**config.mk**
```make
export PLATFORM = sky130hd
export DESIGN_NAME = branch_pc_unit
export DESIGN_NICKNAME = d
export VERILOG_FILES = /design/src/rtl/branch_pc_unit.sv
export SDC_FILE = /design/constraint.sdc
export NUM_CORES = 1
export LEC_CHECK = 0
export ABC_AREA = 1
export ABC_CLOCK_PERIOD_IN_PS = 1900
export BUFFER_PORTS_ARGS = -buffer_cell sky130_fd_sc_hd__buf_4
export CELL_PAD_IN_SITES_DETAIL_PLACEMENT = 1
export CELL_PAD_IN_SITES_GLOBAL_PLACEMENT = 2
export CORE_MARGIN = 2
export CORE_UTILIZATION = 29
export DETAILED_ROUTE_END_ITERATION = 7
export PLACE_DENSITY_LB_ADDON = 0.08
export SLEW_MARGIN = 15
export SYNTH_ARGS = -nofsm -noshare
export SYNTH_HDL_FRONTEND = slang
export SYNTH_SLANG_ARGS = --single-unit
```
**constraint.sdc**
```tcl
create_clock -name clk_i -period 1.9 [get_ports clk_i]
set_input_delay 0.19 -clock clk_i [delete_from_list [all_inputs] [get_ports clk_i]]
set_output_delay 0.19 -clock clk_i [all_outputs]
set_load 0.01 [all_outputs]
```
**src/rtl/branch_pc_unit.sv**
```systemverilog
// Branch/jump resolution and fetch PC sequencer.
// The execute stage reports control-flow info. This block steers the fetch address.
// It raises a one-cycle flush on redirect, and it traps on a misaligned target.
module branch_pc_unit #(
  parameter logic [31:0] RESET_PC = 32'h0000_0000
) (
  input  logic        clk_i,
  input  logic        rst_ni,
  input  logic        ex_valid_i,
  input  logic        stall_i,
  input  logic        br_en_i,
  input  logic        cmp_r_i,
  input  logic        jal_i,
  input  logic        jalr_i,
  input  logic [31:0] ex_pc_i,
  input  logic [31:0] imm_i,
  input  logic [31:0] rs1_i,
  input  logic        fetch_ready_i,
  output logic        fetch_valid_o,
  output logic [31:0] fetch_pc_o,
  output logic [31:0] link_o,
  output logic        flush_o,
  output logic        trap_o,
  output logic [31:0] trap_pc_o,
  output logic [31:0] taken_cnt_o
);

  typedef enum logic [1:0] {BOOT, RUN, REDIRECT, TRAP} state_e;

  state_e      state_q, state_d;
  logic [31:0] pc_q, pc_d;
  logic        fetch_valid_q, fetch_valid_d;
  logic        flush_q, flush_d;
  logic        trap_q, trap_d;
  logic [31:0] trap_pc_q, trap_pc_d;
  logic [31:0] cnt_q, cnt_d;

  logic        resolve, taken, misaligned;
  logic [31:0] jalr_sum, target;

  // Resolve control flow and pick the redirect target (JALR > JAL > branch)
  always_comb begin
    resolve    = ex_valid_i & ~stall_i;
    taken      = resolve & (jalr_i | jal_i | (br_en_i & cmp_r_i));
    jalr_sum   = rs1_i + imm_i;
    target     = jalr_i ? {jalr_sum[31:1], 1'b0} : (ex_pc_i + imm_i);
    misaligned = taken & (target[1:0] != 2'b00);
  end

  // Next-state, next-PC and registered-output computation
  always_comb begin
    state_d   = state_q;
    pc_d      = pc_q;
    flush_d   = 1'b0;
    trap_d    = trap_q;
    trap_pc_d = trap_pc_q;
    cnt_d     = cnt_q;
    case (state_q)
      BOOT:     state_d = RUN;
      RUN:      if (fetch_valid_q && fetch_ready_i) pc_d = pc_q + 32'd4;
      REDIRECT: state_d = RUN;
      default:  state_d = TRAP;
    endcase
    // A taken instruction overrides any same-cycle handshake; TRAP ignores everything
    if (state_q != TRAP && taken) begin
      flush_d = 1'b1;
      if (misaligned) begin
        state_d   = TRAP;
        pc_d      = pc_q;
        trap_d    = 1'b1;
        trap_pc_d = ex_pc_i;
      end else begin
        state_d   = REDIRECT;
        pc_d      = target;
        cnt_d     = cnt_q + 32'd1;
      end
    end
    fetch_valid_d = (state_d == RUN);
  end

  // State and output registers, cleared asynchronously by reset
  always_ff @(posedge clk_i or negedge rst_ni) begin
    if (!rst_ni) begin
      state_q       <= BOOT;
      pc_q          <= RESET_PC;
      fetch_valid_q <= 1'b0;
      flush_q       <= 1'b0;
      trap_q        <= 1'b0;
      trap_pc_q     <= 32'd0;
      cnt_q         <= 32'd0;
    end else begin
      state_q       <= state_d;
      pc_q          <= pc_d;
      fetch_valid_q <= fetch_valid_d;
      flush_q       <= flush_d;
      trap_q        <= trap_d;
      trap_pc_q     <= trap_pc_d;
      cnt_q         <= cnt_d;
    end
  end

  assign fetch_valid_o = fetch_valid_q;
  assign fetch_pc_o    = pc_q;
  assign link_o        = ex_pc_i + 32'd4;
  assign flush_o       = flush_q;
  assign trap_o        = trap_q;
  assign trap_pc_o     = trap_pc_q;
  assign taken_cnt_o   = cnt_q;

endmodule

```
==> qor.yml <==
status: "completed"
cp_max_fo: 4
first_global_vias: 12800
synth_cell_type_count: 48
finalPower_mw: 11.7
ant_nets: 0
drive_above_1_share_pct: 29.4
r2r_cells: 10
arrival_ps: 1680
ios: 236
dp.cells: 2576
seq_area_frac_synth_pct: 24.4
period_share_pct: 98.3
peakVddDrop_mv: 0.516
core_um2: 35400
grt_max_degree: 48
maxCapViolCount: 0
powerDensity_nw_per_um2: 756
viasPerCell: 4.73
rr_endpoint: "taken_cnt_o[28]$_DFFE_PN0P_"
finalHoldViolCount: 0
dpl.hpwl_um: 37900
port_buffers: 235
clk_pin_slew_ps: 70
start_util_pct: 29.3
combPwrFrac_pct: 51.4
hold_depth: 3
power.share.clock_pct: 18.8
finalInstanceArea_um2: 15400
post-route-drc-count: 0
drt-met1-wl_um: 20700
pre_cts_slack_ps: -448
max_stage_delay_ps: 250
drtIter0Drc: 370
hold_end: "trap_pc_o[31]$_DFFE_PN0P_"
netlist_area_um2: 10400
wire_per_inst_um: 17.3
place_area_um2: 14400
wl_met2_um: 22000
hp-start: "ex_pc_i[31]"
nets: 2314
drv_slew: 0
cp-end-kind: "output port"
rows: 69
finalWorstSetupSlack_ps: 31.5
diodes: 0
route.met3.wl_um: 1420
async_reset_ff_share_pct: 100
cts-root-buf: "clkbuf_16"
cts_made_buffers: 9
p_sw_mw: 4.88
grt_pass1_wl_um: 69700
p_leak_nw: 8.49
gr-usage-all-layers_pct: 24.4
top_layer: "met4"
finalSetupViolCount: 0
cp_common_cell: "buf_6"
tightest_slew_ps: 503
synthesis.yosys.warnings: 0
die_w_um: 193
routed_wl_um: 45000
avgSynthCellArea_um2: 6.17
finalNonFillerCells: 2609
hp-class: "in2reg"
r2r_start: "taken_cnt_o[0]$_DFFE_PN0P_"
fin_crit_ps: 1870
routed-via-count: 12300
die_h_um: 193
fin_tns_setup_ps: 0
final_core_util_pct: 43.6
syn_to_final_growth_pct: 49.1
synth_nets: 1851
r2r_setup_slack_ps: 50
slowest_stage: "nor3_4"
synth-edff-count: 0
firstDrtPassIters: 4
required_ps: 1710
grt_overflow_total: 0
seqCellArea_um2: 2530
startpoint_type: "input port"
internal_power_mw: 6.79
critical_path_class: "in2out"
timing.hold.ws_ps: 51.2
insertion_delay_ps: 390
synthFlopType: "dfrtp_1"
clock_sink_count: 101
path_cells: "buf_8, buf_6, buf_6, nand3_4, nor3_4, nand3_2, inv_2, nand2_4, nor3b_2, xor2_1, buf_4"
fmax_mhz: 535
gp_congestion: 0.842
htree_levels: 3
finClkSkew_ps: 11.6
synth_seq_cells: 101
max_slew_margin_pct: 66.2
n_fill_cell: 4708
syn_inst: 1680
grt_antenna_before_repair: 0
rsz0062_at_grt: "true"
die-area_um2: 37200
cts_tree: "yes"
clock_path_buffers: 2
swShare_pct: 41.8
power_frac_seq_pct: 29.8
multi_input_area_um2: 7350
## metal layers
layer	vias up	GRT usage, %
met5	-	0
met4	0	7.43
met3	39	2.35
met2	200	43.1
met1	5837	31.5
li1	6255	-
## cells by family (layout without fill, tap and decap cells)
kind of cell	Yosys count	in the layout	share of synthesized area, %
AOI/OAI and AO/OA	193	193	10.1
xor gates and xnor gates	90	90	7.61
adders and majority gates	66	66	8.12
buffers and inverters	270	738	9.99
DFF	101	101	24.4
and+or+nand+nor	960	960	39.8
## sequential cells by signal, indices dropped and copies added (netlist names)
| register | count |
|---|---|
| state_q | 2 |
| fetch_pc_o | 32 |
| flush_o | 1 |
| fetch_valid_o | 1 |
| trap_o | 1 |
| trap_pc_o | 32 |
| taken_cnt_o | 32 |
## critical path, delay by kind of cell
family	cells	cell delay, ps
and+or+nand+nor	5	760
buffers and inverters	5	550
xor gates and xnor gates	1	200
## cell usage after synthesis (8+ instances only)
cell type	count	area share [%]
nand2_1	588	21
inv_1	240	8.7
nor2_1	153	5.5
nand3_1	111	5.4
dfrtp_1	101	24
a21oi_1	96	4.6
xor2_1	65	5.5
ha_1	64	7.7
o21ai_0	61	2.9
nor3_1	25	1.2
xnor2_1	25	2.1
nand4_1	22	1.3
clkbuf_1	14	0.51
o21bai_1	12	0.87
nand3b_1	11	0.80
buf_2	8	0.39
## power groups by stage
stage          sequential (mW)  combinational, mW  clock [mW]
2_1_floorplan             3.71               2.45           0
3_3_place_gp              3.47               5.73           0
3_5_place_dp              3.50               5.84           0
4_1_cts                   3.46               5.90        2.26
5_1_grt                   3.58               6.71        2.33
6_report                  3.47               6.00        2.20
## layout make-up
class	instances	share of cell area [%]
Clock inverter	6	0.599
Multi-Input combinational cell	1309	47.6
Clock buffer	10	1.55
Timing Repair Buffer	479	24.3
Tap cell	461	3.73
Inverter	243	5.91
Sequential cell	101	16.4
## placed cells by master (no fill, tap or decap), types with 4 or more instances in the layout
cell / synthesis / final
nand2_4: 0 / 7
nor3_1: 25 / 16
o21bai_1: 12 / 12
o21ai_0: 61 / 56
nand3_4: 1 / 7
xor2_1: 65 / 65
dfrtp_1: 101 / 97
and2_1: 6 / 6
nor3_4: 1 / 8
nor2_4: 3 / 11
ha_4: 0 / 4
o22ai_1: 6 / 6
xnor2_1: 25 / 24
buf_12: 0 / 7
nor3_2: 7 / 9
nand3_2: 6 / 15
inv_1: 240 / 234
o211ai_1: 4 / 4
clkbuf_16: 0 / 9
buf_6: 0 / 10
nand3_1: 111 / 96
a21oi_1: 96 / 88
inv_2: 3 / 9
o21ai_1: 3 / 8
nand2_2: 2 / 24
a21oi_2: 0 / 8
nand3b_1: 11 / 11
nand4_1: 22 / 22
nor2_1: 153 / 137
nand2_1: 588 / 559
nor2_2: 6 / 14
dfrtp_2: 0 / 4
buf_4: 3 / 458
ha_1: 64 / 58
## repair_timing
action	4_1_cts	5_1_grt
resized for setup	32	122
hold buffers	1	0
endpoints found under the hold margin	19	0
setup endpoints to repair	24	41
setup buffers	7	13
pin swaps	15	42
## worst max-delay path by stage
stage / endpoint / startpoint / slack, ps / cells after the start
global route: link_o[26] / ex_pc_i[4] / -100 / 11
global placement: fetch_pc_o[22]$_DFFE_PN0P_ / ex_pc_i[0] / -350 / 17
finish: link_o[26] / ex_pc_i[4] / 30 / 11
detailed placement: fetch_pc_o[13]$_DFFE_PN0P_ / ex_pc_i[12] / -450 / 13
CTS: link_o[29] / ex_pc_i[4] / -110 / 13
floorplan: taken_cnt_o[29]$_DFFE_PN0P_ / ex_pc_i[0] / -10 / 11
Note: power is estimated with default switching activity, not from simulation.
